$ cat src/rtl/aucohl_pwm_seq_pkg.sv
// Shared types for the PWM profile sequencer: FSM encoding and table entry layout.
package aucohl_pwm_seq_pkg;

  localparam int unsigned ValW = 32;

  typedef enum logic [1:0] {
    StIdle = 2'd0,
    StLoad = 2'd1,
    StRun  = 2'd2,
    StDone = 2'd3
  } seq_state_e;

  typedef struct packed {
    logic [ValW-1:0] reload;
    logic [ValW-1:0] cmpx;
    logic [ValW-1:0] cmpy;
  } pwm_cfg_t;

endpackage

$ cat src/rtl/aucohl_pwm_seq_if.sv
// Table write bus of the PWM sequencer; software side is master, sequencer is slave.
interface aucohl_pwm_seq_if
  import aucohl_pwm_seq_pkg::*;
#(
  parameter int unsigned DEPTH = 4,
  parameter int unsigned CW    = 8
);
  localparam int unsigned AW = $clog2(DEPTH);

  logic            wr_en;
  logic [AW-1:0]   wr_addr;
  logic [ValW-1:0] wr_reload;
  logic [ValW-1:0] wr_cmpx;
  logic [ValW-1:0] wr_cmpy;
  logic [CW-1:0]   wr_rpt;

  modport master (
    output wr_en,
    output wr_addr,
    output wr_reload,
    output wr_cmpx,
    output wr_cmpy,
    output wr_rpt
  );

  modport slave (
    input wr_en,
    input wr_addr,
    input wr_reload,
    input wr_cmpx,
    input wr_cmpy,
    input wr_rpt
  );

endinterface

$ cat src/rtl/aucohl_pwm_seq_tbl.sv
// DEPTH-entry profile table: one synchronous write port, one combinational read port.
module aucohl_pwm_seq_tbl
  import aucohl_pwm_seq_pkg::*;
#(
  parameter int unsigned DEPTH = 4,
  parameter int unsigned CW    = 8,
  localparam int unsigned AW   = $clog2(DEPTH)
) (
  input  logic          clk,
  input  logic          rst_n,
  input  logic          wr_en_i,
  input  logic [AW-1:0] wr_addr_i,
  input  pwm_cfg_t      wr_cfg_i,
  input  logic [CW-1:0] wr_rpt_i,
  input  logic [AW-1:0] rd_idx_i,
  output pwm_cfg_t      rd_cfg_o,
  output logic [CW-1:0] rd_rpt_o
);

  pwm_cfg_t      cfg_q [DEPTH];
  logic [CW-1:0] rpt_q [DEPTH];

  always_ff @(posedge clk or negedge rst_n) begin
    if (!rst_n) begin
      for (int i = 0; i < DEPTH; i++) begin
        cfg_q[i] <= '0;
        rpt_q[i] <= '0;
      end
    end else if (wr_en_i) begin
      cfg_q[wr_addr_i] <= wr_cfg_i;
      rpt_q[wr_addr_i] <= wr_rpt_i;
    end
  end

  // Read sees pre-write contents when a write to the same entry lands this cycle.
  assign rd_cfg_o = cfg_q[rd_idx_i];
  assign rd_rpt_o = rpt_q[rd_idx_i];

endmodule

$ cat src/rtl/aucohl_pwm_seq.sv
// PWM profile sequencer: plays table entries for rpt+1 timer periods each and drives the timer.
module aucohl_pwm_seq
  import aucohl_pwm_seq_pkg::*;
#(
  parameter int unsigned DEPTH = 4,
  parameter int unsigned CW    = 8,
  localparam int unsigned AW   = $clog2(DEPTH)
) (
  input  logic            clk,
  input  logic            rst_n,
  aucohl_pwm_seq_if.slave wr_if,
  input  logic            seq_en_i,
  input  logic            seq_loop_i,
  input  logic [AW-1:0]   seq_last_i,
  input  logic            timeout_flag_i,
  output logic            tmr_en_o,
  output logic [ValW-1:0] tmr_reload_o,
  output logic [ValW-1:0] cmpx_o,
  output logic [ValW-1:0] cmpy_o,
  output logic [AW-1:0]   cur_idx_o,
  output logic            busy_o,
  output logic            done_o
);

  localparam logic [AW-1:0] LastMax = AW'(DEPTH - 1);

  seq_state_e    state_q, state_d;
  logic [AW-1:0] idx_q, idx_d;
  logic [CW-1:0] rpt_q, rpt_d;
  pwm_cfg_t      cfg_q, cfg_d;
  logic          tmr_en_q, tmr_en_d;
  logic          done_q, done_d;
  logic          timeout_q;

  logic          pe;
  logic          load;
  logic [AW-1:0] ld_idx;
  logic [AW-1:0] eff_last;
  pwm_cfg_t      wr_cfg;
  pwm_cfg_t      tbl_cfg;
  logic [CW-1:0] tbl_rpt;

  assign wr_cfg.reload = wr_if.wr_reload;
  assign wr_cfg.cmpx   = wr_if.wr_cmpx;
  assign wr_cfg.cmpy   = wr_if.wr_cmpy;

  // Read port follows the entry about to be loaded so outputs change on the decision edge.
  aucohl_pwm_seq_tbl #(
    .DEPTH (DEPTH),
    .CW    (CW)
  ) u_tbl (
    .clk       (clk),
    .rst_n     (rst_n),
    .wr_en_i   (wr_if.wr_en),
    .wr_addr_i (wr_if.wr_addr),
    .wr_cfg_i  (wr_cfg),
    .wr_rpt_i  (wr_if.wr_rpt),
    .rd_idx_i  (ld_idx),
    .rd_cfg_o  (tbl_cfg),
    .rd_rpt_o  (tbl_rpt)
  );

  assign pe       = timeout_flag_i & ~timeout_q;
  assign eff_last = (seq_last_i > LastMax) ? LastMax : seq_last_i;

  always_comb begin
    state_d  = state_q;
    idx_d    = idx_q;
    rpt_d    = rpt_q;
    cfg_d    = cfg_q;
    tmr_en_d = tmr_en_q;
    done_d   = 1'b0;
    load     = 1'b0;
    ld_idx   = '0;

    if (!seq_en_i) begin
      state_d  = StIdle;
      tmr_en_d = 1'b0;
    end else begin
      unique case (state_q)
        StIdle: begin
          load    = 1'b1;
          state_d = StLoad;
        end
        StLoad: begin
          // Enable rises only here; reloads from RUN keep it high so the timer never restarts.
          state_d  = StRun;
          tmr_en_d = 1'b1;
        end
        StRun: begin
          if (pe) begin
            if (rpt_q != '0) begin
              rpt_d = rpt_q - 1'b1;
            end else if (idx_q < eff_last) begin
              load    = 1'b1;
              ld_idx  = idx_q + 1'b1;
              state_d = StLoad;
            end else if (seq_loop_i) begin
              load    = 1'b1;
              state_d = StLoad;
            end else begin
              state_d  = StDone;
              tmr_en_d = 1'b0;
              done_d   = 1'b1;
            end
          end
        end
        StDone: ;
        default: state_d = StIdle;
      endcase
    end

    if (load) begin
      idx_d = ld_idx;
      rpt_d = tbl_rpt;
      cfg_d = tbl_cfg;
    end
  end

  always_ff @(posedge clk or negedge rst_n) begin
    if (!rst_n) begin
      state_q   <= StIdle;
      idx_q     <= '0;
      rpt_q     <= '0;
      cfg_q     <= '0;
      tmr_en_q  <= 1'b0;
      done_q    <= 1'b0;
      timeout_q <= 1'b0;
    end else begin
      state_q   <= state_d;
      idx_q     <= idx_d;
      rpt_q     <= rpt_d;
      cfg_q     <= cfg_d;
      tmr_en_q  <= tmr_en_d;
      done_q    <= done_d;
      timeout_q <= timeout_flag_i;
    end
  end

  assign tmr_en_o     = tmr_en_q;
  assign tmr_reload_o = cfg_q.reload;
  assign cmpx_o       = cfg_q.cmpx;
  assign cmpy_o       = cfg_q.cmpy;
  assign cur_idx_o    = idx_q;
  assign busy_o       = (state_q == StLoad) || (state_q == StRun);
  assign done_o       = done_q;

endmodule

$ cat src/flat_wrapper.sv
// flat-port wrapper written by rule: the top's interface ports become plain ports
module aucohl_pwm_seq_flat import aucohl_pwm_seq_pkg::*;
#(
  parameter int unsigned DEPTH = 4,
  parameter int unsigned CW    = 8,
  localparam int unsigned AW   = $clog2(DEPTH)
)
  (clk, rst_n, seq_en_i, seq_loop_i, seq_last_i, timeout_flag_i, tmr_en_o, tmr_reload_o, cmpx_o, cmpy_o, cur_idx_o, busy_o, done_o, wr_if_wr_en, wr_if_wr_addr, wr_if_wr_reload, wr_if_wr_cmpx, wr_if_wr_cmpy, wr_if_wr_rpt);
  aucohl_pwm_seq_if #(.DEPTH(DEPTH), .CW(CW)) wr_if_i ();
  input  logic clk;
  input  logic rst_n;
  input  logic seq_en_i;
  input  logic seq_loop_i;
  input  logic [AW-1:0] seq_last_i;
  input  logic timeout_flag_i;
  output logic tmr_en_o;
  output logic [ValW-1:0] tmr_reload_o;
  output logic [ValW-1:0] cmpx_o;
  output logic [ValW-1:0] cmpy_o;
  output logic [AW-1:0] cur_idx_o;
  output logic busy_o;
  output logic done_o;
  input wire logic [$bits(wr_if_i.wr_en)-1:0] wr_if_wr_en;
  input wire logic [$bits(wr_if_i.wr_addr)-1:0] wr_if_wr_addr;
  input wire logic [$bits(wr_if_i.wr_reload)-1:0] wr_if_wr_reload;
  input wire logic [$bits(wr_if_i.wr_cmpx)-1:0] wr_if_wr_cmpx;
  input wire logic [$bits(wr_if_i.wr_cmpy)-1:0] wr_if_wr_cmpy;
  input wire logic [$bits(wr_if_i.wr_rpt)-1:0] wr_if_wr_rpt;
  assign wr_if_i.wr_en = wr_if_wr_en;
  assign wr_if_i.wr_addr = wr_if_wr_addr;
  assign wr_if_i.wr_reload = wr_if_wr_reload;
  assign wr_if_i.wr_cmpx = wr_if_wr_cmpx;
  assign wr_if_i.wr_cmpy = wr_if_wr_cmpy;
  assign wr_if_i.wr_rpt = wr_if_wr_rpt;
  aucohl_pwm_seq #(.DEPTH(DEPTH), .CW(CW)) u_core (.clk(clk), .rst_n(rst_n), .wr_if(wr_if_i), .seq_en_i(seq_en_i), .seq_loop_i(seq_loop_i), .seq_last_i(seq_last_i), .timeout_flag_i(timeout_flag_i), .tmr_en_o(tmr_en_o), .tmr_reload_o(tmr_reload_o), .cmpx_o(cmpx_o), .cmpy_o(cmpy_o), .cur_idx_o(cur_idx_o), .busy_o(busy_o), .done_o(done_o));
endmodule
$ cat config.mk
export PLATFORM = sky130hd
export DESIGN_NAME = aucohl_pwm_seq_flat
export DESIGN_NICKNAME = d
export VERILOG_FILES = /design/src/rtl/aucohl_pwm_seq_pkg.sv /design/src/rtl/aucohl_pwm_seq_if.sv /design/src/rtl/aucohl_pwm_seq_tbl.sv /design/src/rtl/aucohl_pwm_seq.sv /design/src/flat_wrapper.sv
export SDC_FILE = /design/constraint.sdc
export NUM_CORES = 1
export LEC_CHECK = 0
export CORE_MARGIN = 5
export CORE_UTILIZATION = 50
export CTS_CLUSTER_SIZE = 12
export DETAILED_ROUTE_END_ITERATION = 12
export GPL_TIMING_DRIVEN = 0
export HOLD_SLACK_MARGIN = 0.15
export PLACE_DENSITY = 0.77
export SKIP_CTS_REPAIR_TIMING = 1
export SLEW_MARGIN = 10
export SYNTH_ARGS = -nofsm -noshare
export SYNTH_HDL_FRONTEND = slang
export SYNTH_SLANG_ARGS = --single-unit
$ cat constraint.sdc
create_clock -name clk -period 3.4 [get_ports clk]
set_input_delay 0.34 -clock clk [delete_from_list [all_inputs] [get_ports clk]]
set_output_delay 0.34 -clock clk [all_outputs]
set_load 0.02 [all_outputs]
==> results.ini <==
[run_status]
outcome = complete, no violations

[finish]
syn_to_final_growth_pct = 20.60
fin_nets = 2204
finalNonFillerCells = 2726
layout-drive-gt1-share_pct = 25.84
fin_area_mm2 = 0.02742
n_fill_cell = 3477

[grt]
grtUsageTotal_pct = 24.92
grt_pass1_wl_um = 97810
overflow = 0
antenna_found_initial = 12
grt_max_degree = 103
grt_pass1_vias = 16900

[routing]
vias = 16040
wl_met2_um = 29930
vias_per_cell = 5.885
top_layer = met5
drt_iter0_markers = 1179
dr_wl_met3_um = 4099
drt-total-wl_um = 62510
ant_nets = 0
met1_length_um = 26020
drc = 0
drt_pass1_iterations = 5
avgRoutedWirePerCell_um = 22.93

[cts]
cts_root_buf = clkbuf_16
cts_sinks = 527
path_clk_slew_ns = 0.06
clk_latency_ns = 0.61
cts_buffer_depth = 3
htreeDepth = 2
cts_buffers = 53
cts_tree = yes

[yosys]
synth_edf_count = 0
async_flop_share_pct = 100.0
syn_area_per_cell_um2 = 12.58
synth_seq_area_share_pct = 57.99
netlist_instances = 1808
synth.distinct_cells = 43
post-synth-top-area-cell = dfrtp_1
synth_area_mm2 = 0.02274
synth_area_leaders = dfrtp_1, mux2_2, nand2_1, a21oi_1, a22o_1
synth_top_area_share_pct = 57.99
yosysWarnings = 0
synth_common_cells = dfrtp_1, mux2_2, nand2_1
syn_nets = 1929
synth_ff_type = dfrtp_1
yosysMostFrequentCell = dfrtp_1
yosys_register_bits = 527

[place]
dp_worst_setup_slack_ns = -0.1745
port_buffers = 214
dpl.hpwl_um = 42950
dp.cells = 2627
gp_congestion = 0.8030
placed_area_mm2 = 0.02577

[pwr]
p_comb_share_pct = 25.9
total_power_mw = 19.41
pwr-share-clk_pct = 28.4
max-vdd-ir-drop_mv = 0.3808
p_int_mw = 13.57
swShare_pct = 30.09
power_switching_mw = 5.839
p_per_area_mw_per_mm2 = 707.6
pwr-share-seq_pct = 45.7
power_leakage_nw = 12.29

[sta]
fin_hold_ws_ns = 0.2919
worstMarginPinSlew_ns = 1.086
period_minus_slack_ns = 3.164
rsz0062_at_grt = no
max_freq_mhz = 316.1
worst_slack_ns = 0.2363
fin_crit_sh_pct = 93.05
relSlewSlack_pct = 27.61
finalSetupViolations = 0
final.setup_skew_ns = 0.02487
slew_viol_final = 0
hold_viol_final = 0

[job]
cap_violations = 0

[die]
rows = 78
dieArea_mm2 = 0.04984
chipWidth_um = 223.3
io_pins = 215
chipHeight_um = 223.3
initial_core_util_pct = 50.32
core_area_mm2 = 0.04519

[critical_path]
worst-path-max-fanout = 12
cp_data_required_time_ns = 3.88
cp-start-kind = register
crit_type = reg2reg
cp.arrival_ns = 3.64
cp-end-kind = register

[worst_hold_path]
hold_path_class = in2reg

-- routing by layer --
layer | up-vias | global-route usage, %
met2 | 579 | 39.74
met5 | - | 0
met3 | 154 | 4.842
met1 | 8280 | 33.49
met4 | 8 | 10.99
li1 | 7022 | -
-- power groups by stage --
stage	Clock, mW	Combinational [mW]	Sequential, mW
global route	5.88	5.41	8.99
finish	5.52	5.03	8.86
floorplan	0	2.31	9.23
CTS	5.61	5.07	8.83
detailed placement	0	5.04	8.91
global placement	0	4.87	8.87
-- flip-flops by register name, indices dropped and copies added (netlist names) --
| name | flops |
|---|---|
| u_core.cmpx_o | 32 |
| u_core.cmpy_o | 32 |
| u_core.cur_idx_o | 2 |
| u_core.done_o | 1 |
| u_core.rpt_q | 8 |
| u_core.state_q | 2 |
| u_core.timeout_q | 1 |
| u_core.tmr_en_o | 1 |
| u_core.tmr_reload_o | 32 |
| u_core.u_tbl.cfg_q | 384 |
| u_core.u_tbl.rpt_q | 32 |
-- worst paths after layout --
check                                                   start                                  end  slack, ns  cells after the start
worst max-delay path            u_core.state_q[0]$_DFFE_PN0P_  u_core.tmr_reload_o[29]$_DFFE_PN0N_       0.24                     10
worst min-delay path                           timeout_flag_i           u_core.timeout_q$_DFF_PN0_       0.29                      1
worst max register to register  u_core.state_q[0]$_DFFE_PN0P_  u_core.tmr_reload_o[29]$_DFFE_PN0N_       0.24                     10
worst min register to register   u_core.cmpx_o[9]$_DFFE_PN0N_         u_core.cmpx_o[9]$_DFFE_PN0N_       0.49                      1
max in group asynchronous                               rst_n  u_core.u_tbl.cfg_q[204]$_DFFE_PN0P_       1.64                      4
min in group asynchronous                               rst_n  u_core.u_tbl.cfg_q[184]$_DFFE_PN0P_       0.37                      2
-- placed cells by master, fill, tap and decap left out, drive strengths merged, types with 2 or more instances in the layout --
cell type,instances
and4b,2
a22o,56
nor2,119
or3,3
inv,8
o21ai,65
xor2,3
dfrtp,527
nand3b,2
a211o,40
nand2,150
a21oi,99
nor3b,2
nand3,3
nor4,4
diode,9
mux2i,42
mux4,7
and2,2
nor3,40
o22ai,2
nor2b,3
xnor2,5
buf,61
clkdlybuf4s50,213
a31oi,57
clkbuf,162
clkinv,4
mux2,417
ha,7
nand2b,2
-- kinds of logic after synthesis --
kind of cell    Yosys count  synth area share, %
mux                     466                23.19
flops                   527                57.99
compound gates          325                9.250
buf+inv                 141                2.674
fa+ha+maj                 7               0.3851
simple gates            334                6.196
xor+xnor                  8               0.3081
-- final cells by class --
cell class              instances  area [um2]  share of cell area, %
inverters                       7       26.28                0.09581
plain buffers                 134       583.1                  2.126
flip-flops and latches        527       13190                  48.09
clock buffers                  83        1529                  5.575
clock inverters                 6       81.33                 0.2966
diodes                          9       22.52                0.08212
multi-input cells            1140        8949                  32.63
repair buffers                220        2295                  8.368
well taps                     600       750.7                  2.737
-- critical path, cell delays in order, from the launching register on --
cell       delay [ns]
dfrtp_1          0.40
inv_1            0.12
ha_1             0.26
nand4b_2         0.21
a2111oi_4        0.38
nand3_2          0.17
clkbuf_1         0.51
clkbuf_1         0.46
nand2_1          0.18
a21oi_1          0.09
a211o_1          0.26
-- through the flow --
stage	TNS [ns]	util, %
6_report	0	60.69
5_1_grt	0	60.67
4_1_cts	0	60.61
3_5_place_dp	-4.736	57.04
3_3_place_gp	-	56.73
2_1_floorplan	0	-
Power figures use the tool's default switching activity.
